[config.mk]
export PLATFORM = sky130hd
export DESIGN_NAME = serial_max_driver
export DESIGN_NICKNAME = d
export VERILOG_FILES = /design/src/rtl/serial_max_driver.sv
export SDC_FILE = /design/constraint.sdc
export NUM_CORES = 1
export LEC_CHECK = 0
export ABC_CLOCK_PERIOD_IN_PS = 3600
export CAP_MARGIN = 15
export CORE_MARGIN = 3
export CORE_UTILIZATION = 54
export DETAILED_ROUTE_END_ITERATION = 8
export PLACE_DENSITY = 0.79
export SYNTH_ARGS = -nofsm -noshare
export SYNTH_HDL_FRONTEND = slang
export SYNTH_SLANG_ARGS = --single-unit
[constraint.sdc]
create_clock -name clk -period 3.6 [get_ports clk]
set_clock_uncertainty 0.15 [all_clocks]
set_input_delay 1.08 -clock clk [delete_from_list [all_inputs] [get_ports clk]]
set_output_delay 1.08 -clock clk [all_outputs]
set_load 0.01 [all_outputs]
[src/rtl/serial_max_driver.sv]
// serial_max_driver: word-level front end of the bit-serial max comparator.
// Latches an operand pair, pulses fsm_reset, shifts both words out MSB first,
// deserializes the returned result stream and flags it if it is not max(A,B).
module serial_max_driver #(
    parameter int unsigned W       = 8,
    parameter int unsigned OUT_LAT = 1
) (
    input  logic         clk,
    input  logic         reset,
    input  logic         in_valid,
    output logic         in_ready,
    input  logic [W-1:0] a_in,
    input  logic [W-1:0] b_in,
    output logic         fsm_reset,
    output logic         ai,
    output logic         bi,
    input  logic         fsm_out,
    output logic         res_valid,
    input  logic         res_ready,
    output logic [W-1:0] res_data,
    output logic         res_err
);

    // Counter spans SHIFT and DRAIN: 0 .. W+OUT_LAT-1, next value up to W+OUT_LAT.
    localparam int unsigned CW = $clog2(W + OUT_LAT + 1);
    localparam logic [CW-1:0] LAST_SHIFT = CW'(W - 1);
    localparam logic [CW-1:0] LAST_BIT   = CW'(W + OUT_LAT - 1);
    localparam logic [CW-1:0] LAT        = CW'(OUT_LAT);

    typedef enum logic [2:0] {
        StIdle,
        StRst,
        StShift,
        StDrain,
        StDone
    } state_e;

    state_e        state_q, state_d;
    logic [CW-1:0] cnt_q, cnt_d, cnt_p1;
    logic [W-1:0]  a_q, b_q;
    logic [W-1:0]  a_sh_q, b_sh_q;
    logic [W-1:0]  res_sh_q;
    logic [W-1:0]  max_ab;
    logic          accept;
    logic          capture;

    assign cnt_p1 = cnt_q + CW'(1);
    assign accept = in_valid & in_ready;
    // Result bit for SHIFT cycle k arrives OUT_LAT cycles later; skip the first OUT_LAT.
    assign capture = ((state_q == StShift) || (state_q == StDrain)) && (cnt_p1 > LAT);
    assign max_ab = (a_q >= b_q) ? a_q : b_q;

    // State and bit counter registers.
    always_ff @(posedge clk) begin
        if (reset) begin
            state_q <= StIdle;
            cnt_q   <= '0;
        end else begin
            state_q <= state_d;
            cnt_q   <= cnt_d;
        end
    end

    // Next-state logic: frame sequencing IDLE -> RST -> SHIFT -> DRAIN -> DONE.
    always_comb begin
        state_d = state_q;
        cnt_d   = cnt_q;
        unique case (state_q)
            StIdle: begin
                if (accept) begin
                    state_d = StRst;
                    cnt_d   = '0;
                end
            end
            StRst: begin
                state_d = StShift;
            end
            StShift: begin
                cnt_d = cnt_p1;
                if (cnt_q == LAST_SHIFT) begin
                    state_d = (OUT_LAT == 0) ? StDone : StDrain;
                end
            end
            StDrain: begin
                cnt_d = cnt_p1;
                if (cnt_q == LAST_BIT) begin
                    state_d = StDone;
                end
            end
            StDone: begin
                if (res_ready) begin
                    state_d = StIdle;
                end
            end
            default: begin
                state_d = StIdle;
            end
        endcase
    end

    // Operand latches, transmit shifters and result deserializer.
    always_ff @(posedge clk) begin
        if (reset) begin
            a_q      <= '0;
            b_q      <= '0;
            a_sh_q   <= '0;
            b_sh_q   <= '0;
            res_sh_q <= '0;
        end else begin
            if (accept) begin
                a_q      <= a_in;
                b_q      <= b_in;
                a_sh_q   <= a_in;
                b_sh_q   <= b_in;
                res_sh_q <= '0;
            end else if (state_q == StShift) begin
                a_sh_q <= {a_sh_q[W-2:0], 1'b0};
                b_sh_q <= {b_sh_q[W-2:0], 1'b0};
            end
            if (capture) begin
                res_sh_q <= {res_sh_q[W-2:0], fsm_out};
            end
        end
    end

    // Outputs decoded from state; reset forces the quiescent values immediately.
    always_comb begin
        in_ready  = 1'b0;
        fsm_reset = 1'b1;
        ai        = 1'b0;
        bi        = 1'b0;
        res_valid = 1'b0;
        res_data  = '0;
        res_err   = 1'b0;
        if (!reset) begin
            in_ready  = (state_q == StIdle);
            fsm_reset = (state_q == StRst);
            if (state_q == StShift) begin
                ai = a_sh_q[W-1];
                bi = b_sh_q[W-1];
            end
            if (state_q == StDone) begin
                res_valid = 1'b1;
                res_data  = res_sh_q;
                res_err   = (res_sh_q != max_ab);
            end
        end
    end

endmodule

# --- Yosys cells after proc, flatten, opt, wreduce, memory -nomap -nowiden ---
# Cells that the tools add are included.
word_totals:
  reg_bits: 47
  word_cells: 57
  output_inout_bits: 14
  inputBits: 21
op_classes:
  eq_ne: 11
  addsub: 1
  reduce_logical: 9
  n_bitwise: 1
  n_lt_le_gt_ge: 2
  muxes: 26
ops:
  columns: ["cell", "n"]
  rows:
  - ["8-bit 2-to-1 mux", 9]
  - ["3-bit case mux with 5 select lines", 1]
  - ["3-bit 2-to-1 mux", 4]
  - ["1-bit 2-to-1 mux", 10]
  - ["8-bit >= comparator", 1]
  - ["8-bit != test", 1]
  - ["4-bit case mux with 2 select lines", 1]
  - ["3-bit by 2-bit == test with 1-bit output, second input constant", 2]
  - ["2-bit != test, second input constant", 3]
  - ["2-bit nonzero test", 3]
  - ["4-bit by 1-bit adder with 4-bit output, second input constant", 1]
  - ["4-bit by 3-bit == test with 1-bit output, second input constant", 1]
  - ["4-bit == test, second input constant", 1]
  - ["4-bit by 1-bit greater-than comparator with 1-bit output, second input constant", 1]
  - ["4-bit 2-to-1 mux", 1]
  - ["4-bit AND reduction", 1]
  - ["3-bit by 1-bit == test with 1-bit output, second input constant", 1]
  - ["3-bit == test, second input constant", 1]
  - ["3-bit logical NOT", 1]
  - ["2-bit by 1-bit != test with 1-bit output, second input constant", 1]
  - ["2-bit AND reduction", 1]
  - ["2-bit OR reduction", 1]
  - ["1-bit bitwise AND", 1]
  - ["1-bit logical AND", 1]
  - ["1-bit logical OR", 1]

# --- Longest topological paths before layout ---
# Gate-level depths: netlist of run 1.
logic_depth:
  ltp_word: 5
  ltp_mapped: 8
  depth_no_buf: 7

# --- Least setup slack after synthesis of run 1 ---
# Ideal clock, no wire load.
synth_path:
  path_type: "reg2out"
  start: "reg b_q[2]"
  end: "out res_err"
  required_ps: 2370
  t_arrival_ps: 1841
  path_buffers: 0
  path_stages_with_launch: 8
  slack_ps: 529
  path_cell_list: "dfxtp_1 inv_1 ha_1 a211oi_2 o21ai_2 a41oi_4 mux2i_1 o41a_1"
synth_via:
  elab_chain_cells: 5
synth_rtl:
  columns: ["element", "line_no", "text"]
  rows:
  - ["start: declaration", "40", "logic [W-1:0] a_q, b_q;"]
  - ["start signal: assignment", "112", "b_q <= b_in;"]
  - ["8-bit >= comparator", "51", "assign max_ab = (a_q >= b_q) ? a_q : b_q;"]
  - ["8-bit 2-to-1 mux (*)", "51", null]
  - ["8-bit != test (*)", "145", "res_err = (res_sh_q != max_ab);"]
  - ["1-bit 2-to-1 mux (*)", "142", "if (state_q == StDone) begin"]
  - ["1-bit 2-to-1 mux (*)", "135", "if (!reset) begin"]
  - ["end: declaration", "21", "output logic res_err"]
# Every way passes the cells marked *; elsewhere a longest branch is shown, timed or not.

# --- Worst setup path in the final report of run 1 ---
# Ends and elaborated chain as after synthesis.

==> flow_summary.ini, run 1 <==
[outcome]
status = finished, final reports clean

[setup_path]
required_ps = 2370
critical-path-top-delay-family = compound AO/OA/AOI/OAI gates
reg2reg_depth = 5
r2r_setup_slack_ps = 1620
startpoint_type = flop
critPathKind = reg2out
timing.rr.start = state_q[0]
critPathMaxFanout = 4
path_depth = 8
path_buf_inv = 2
crit_path_max_incr_delay_ps = 420
cp_cell_sequence = inv_1, ha_1, a211oi_2, o21ai_2, a41oi_4, mux2i_1, o41a_1, clkbuf_2
worstSetupEndpointType = output pin
timing.rr.end = b_sh_q[7]
cp_data_arrival_time_ps = 2260
slowest_stage = o41a_1

[clocking]
clockBufferDepth = 2
root_buffer = clkbuf_8
cts_buffers = 5
postCtsHoldBufs = 0
clock_latency_ps = 300
cts_tree = done
clkTransAtPathRegs_ps = 90
clock_sinks = 47
htreeDepth = 2

[yosys]
post_synth.cell_area_avg_um2 = 8.15
synth.area.top_cells = dfxtp_1 39%, nand2_1 8.0%, mux2i_1 7.4%
netlist.area_leader.share_pct = 38.6
netlist-cell-type-count = 40
ys_async_sr_fraction_pct = 0
syn_inst = 299
synth_top_area_cell = dfxtp_1
synth_edf_count = 0
yosysWarningCount = 0
ys_seq_area_share_pct = 38.6
synth_nets = 331
synth-seq-cells = 47
synthFlopType = dfxtp_1
netlist_area_um2 = 2440

[global_routing]
grt_overflow = 0
antenna_found_initial = 0
grt_pass1_vias = 1996
track_usage_pct = 21.6
grt_pass1_wl_um = 9160
grt_max_degree = 47

[drt]
vias_per_cell = 5.61
drc = 0
antenna_left = 0
dr.pass1.iters = 5
drt-initial-drc-count = 195
vias = 2177
wl_per_cell_um = 14.4
routed_wl_um = 5590

[power_and_ir_drop]
peakVddDrop_mv = 0.276
cellLeakagePower_nw = 1.15
power_per_cell_area_nw_per_um2 = 401

[timing]
rsz0062_at_grt = no
max_slew_margin_pct = 62.5
fmax_mhz = 287
finalHoldViolCount = 0
whs_ps = 320
tns_ps = 0
finalCritPeriodShare_pct = 96.8
worst_pin_slew_ps = 559
final_max_slew_viol_count = 0
setup_viol = 0
min_period_ps = 3490

[die]
start_util_pct = 58.4
rows = 23
die_h_um = 73.2
io_pins = 35
core_region_area_um2 = 4170
die-area_um2 = 5360
die_width_um = 73.2

[flow_run]
maxCapViolCount = 0

[cells_and_area]
fillers = 345
regArea_um2 = 945
drive_gt1_share_pct = 10.1
multi_input_area_um2 = 1370
final_common_cell = nand2_1
area_growth_pct = 22.9
antenna_cells = 0
finish.net_count = 370
final_cell_mix = 52 x nand2_1, 44 x dfxtp_1, 34 x a21oi_1, 32 x clkdlybuf4s50_1, 25 x nor2_1

[placement]
io_buffers = 34
place.gp.congestion = 0.862
hpwl_um = 4070

[worst_hold_path]
hp-class = reg2reg
hold-path-endpoint = b_q[4]
hold_start = b_q[4]
worstHoldPathCells = 2
==> power breakdown <==
group	switching (mW)	internal (mW)	total, mW
registers	0.0248	0.552	0.577
clock network	0.181	0.203	0.384
logic	0.123	0.118	0.241
total	0.329	0.874	1.20
==> registers in the layout, indices dropped and copies added (netlist names) <==
name	count
res_sh_q	8
a_q	8
state_q	3
b_q	8
a_sh_q	8
b_sh_q	8
cnt_q	4
==> metrics by stage <==
step	instances	total power [mW]	instance area, um^2	util (%)	setup WS (ps)
floorplan	299	0.751	2440	-	529
finish	388	1.20	3000	71.8	114
global route	388	1.25	3000	71.8	11.8
CTS	388	1.21	3000	71.9	4.87
global placement	381	0.820	2880	69.0	81.5
detailed placement	381	0.827	2880	69.0	31.5
==> cell usage after synthesis (all sizes together), types with 2 or more instances <==
cell,instances
o21ai,5
a211oi,15
buf,13
nor2,25
nor4,3
dfxtp,47
clkbuf,5
nor3b,3
and2,5
nand2b,3
inv,14
nand3b,3
nand2,52
mux2i,18
nand3,15
nor3,5
nor2b,2
a21oi,34
ha,11
xnor2,9
==> what timing repair did <==
item	4_1_cts	5_1_grt
gates resized for setup	4	3
endpoints found under the setup margin	1	1
buffers inserted	0	0
pin swaps	2	2
==> kinds of logic after synthesis <==
logic type / Yosys count / synth area share [%]
buf+inv: 32 / 5.80
flops: 47 / 38.6
mux: 18 / 7.39
simple gates: 116 / 21.4
compound gates: 65 / 17.6
fa+ha+maj: 11 / 5.65
xor+xnor: 10 / 3.59
==> tightest hold or removal path: stages, from the launching register on <==
cell and delay, ps:
dfxtp_1 330, nand2_1 50, a21oi_1 50
==> layout make-up <==
type	instances	area share, %
clock buffer	5	2.30
clock inverter	2	1.25
inverter	14	1.75
multi-input combinational	220	45.6
sequential	47	31.5
tap	50	2.09
timing repair buffer	50	15.4
==> routing by layer <==
metal	vias to the layer above	part of all wire [%]	track usage (%)	routed length (um)
li1	1107	-	-	-
met1	1013	47	30.1	2620
met2	50	47	34.9	2660
met3	7	4.8	3.31	266
met4	0	0.89	5.12	50
met5	-	0	0	0
==> how the worst max path moves through the flow <==
stage / from / to / slack [ps]
floorplan: b_q[2] / res_err / 530
global placement: b_q[2] / res_err / 80
detailed placement: b_q[2] / res_err / 30
CTS: b_q[7] / res_err / 5
global route: b_q[2] / res_err / 10
finish: b_q[2] / res_err / 110
No activity file was read; power rests on OpenSTA's default activity.
==> inputs of run 2 (changes only) <==
--- a/config.mk
+++ b/config.mk
@@ -9,7 +9,10 @@
 export CAP_MARGIN = 15
 export CORE_MARGIN = 3
 export CORE_UTILIZATION = 54
+export CTS_CLUSTER_SIZE = 25
 export DETAILED_ROUTE_END_ITERATION = 8
+export GPL_ROUTABILITY_DRIVEN = 0
+export MAX_ROUTING_LAYER = met4
 export PLACE_DENSITY = 0.79
 export SYNTH_ARGS = -nofsm -noshare
 export SYNTH_HDL_FRONTEND = slang
==> run 2 against run 1 <==
  * Cell count unchanged
  * Hold slack got worse by 1.8 ps
  * Die area unchanged
  * Routed wire length about the same
  * Sequential cell count unchanged
  * Utilization unchanged
  * Sequential power about the same
  * Register-to-register slack about the same
  * Maximum frequency decreased by 0.11%
  * Sequential share of layout area unchanged
  * Via count increased by 0.46%
==> flow_summary.ini, run 2 (same netlist as run 1, synthesis figures left out) <==
[outcome]
status = finished, final reports clean

[clocking]
cts_buffers = 5
cts_tree = done
root_buffer = clkbuf_8
clock_sinks = 47
clkTransAtPathRegs_ps = 90
clock_latency_ps = 300
cts_setup_buffers = 0
clockBufferDepth = 2
postCtsHoldBufs = 0
htreeDepth = 2

[timing]
fmax_mhz = 287
worst_pin_slew_ps = 555
finalCritPeriodShare_pct = 96.9
min_period_ps = 3490
setup_viol = 0
max_slew_margin_pct = 62.7
final_max_slew_viol_count = 0
fin_ws_ps = 111
finalHoldViolCount = 0
tns_ps = 0
rsz0062_at_grt = no

[drt]
antenna_left = 0
vias = 2187
drt-initial-drc-count = 181
vias_per_cell = 5.64
wl_per_cell_um = 14.4
drc = 0
routed_wl_um = 5590
dr.pass1.iters = 5

[power_and_ir_drop]
total_power_mw = 1.20
power_per_cell_area_nw_per_um2 = 401
cellLeakagePower_nw = 1.15
peakVddDrop_mv = 0.275

[setup_path]
worstSetupEndpointType = output pin
cp_cell_sequence = inv_1, ha_1, a211oi_2, o21ai_2, a41oi_4, mux2i_1, o41a_1, clkbuf_2
critical-path-top-delay-family = compound AO/OA/AOI/OAI gates
path_buf_inv = 2
critPathKind = reg2out
critPathMaxFanout = 4
required_ps = 2370
crit_path_max_incr_delay_ps = 420
startpoint_type = flop
slowest_stage = o41a_1
cp_data_arrival_time_ps = 2260

[die]
die-area_um2 = 5360
rows = 23
io_pins = 35
core_region_area_um2 = 4170
start_util_pct = 58.4
die_h_um = 73.2
die_width_um = 73.2

[global_routing]
grt_max_degree = 47
grt_pass1_wl_um = 9150
grt_pass1_vias = 1997
grt_overflow = 0
antenna_found_initial = 0
track_usage_pct = 22.2

[placement]
post-place-cells = 381
place_ws_ps = 31.5
io_buffers = 34
hpwl_um = 4070

[cells_and_area]
antenna_cells = 0
finish.net_count = 370
area_growth_pct = 22.9
fin_util_pct = 71.8
drive_gt1_share_pct = 10.1
final_common_cell = nand2_1
final_cell_mix = 52 x nand2_1, 44 x dfxtp_1, 34 x a21oi_1, 32 x clkdlybuf4s50_1, 25 x nor2_1
final_cells = 388

[flow_run]
maxCapViolCount = 0

[worst_hold_path]
hp-class = reg2reg
run 2: cell counts in the layout (fill, tap and decap cells not counted):
No cell type changed its count.
run 2: timing repair:
action                     CTS  global route
resized for setup            4             3
setup endpoints to repair    1             1
pin swaps                    2             2
run 2: path summary, 6_finish.rpt:
| path | depth (start not counted) | endpoint | start | slack (ps) |
|---|---|---|---|---|
| max | 8 | res_err | b_q[2] | 110 |
| min | 2 | b_q[4] | b_q[4] | 320 |
| max reg2reg | 5 | b_sh_q[7] | state_q[0] | 1620 |
| min reg2reg | 2 | b_q[4] | b_q[4] | 320 |
run 2: power by group:
group	switching (mW)	total, mW	leakage, nW	internal, mW
Sequential	0.0247	0.577	0.385	0.552
Combinational	0.123	0.241	0.719	0.118
Clock	0.181	0.384	0.0502	0.203
run 2: worst min-delay path, delay by kind of cell (launching register included):
kind | cells | cell delay, ps
compound gates | 1 | 50
flops | 1 | 330
simple gates | 1 | 50
run 2: cell type report:
class	instances	area [um^2]
Multi-Input combinational cell	220	1370
Fill cell	345	1180
Clock buffer	5	68.8
Sequential cell	47	945
Timing Repair Buffer	50	463
Tap cell	50	62.6
Clock inverter	2	37.5
Inverter	14	52.6
run 2: metrics by stage:
stage                     hold slack [ps]  instance area, um^2
after CTS                             321                 3000
after detailed placement              308                 2880
after global routing                  352                 3000
after floorplan                       286                 2440
after global placement                299                 2880
final                                 319                 3000
run 2: layer usage:
metal / share of wire, % / up-vias / wire [um] / track usage (%)
met5: 0 / - / 0 / -
met4: 0.88 / 0 / 49 / 5.12
met3: 5.0 / 10 / 281 / 3.31
met2: 47 / 67 / 2630 / 35.1
met1: 47 / 1002 / 2630 / 30.0
li1: - / 1108 / - / -
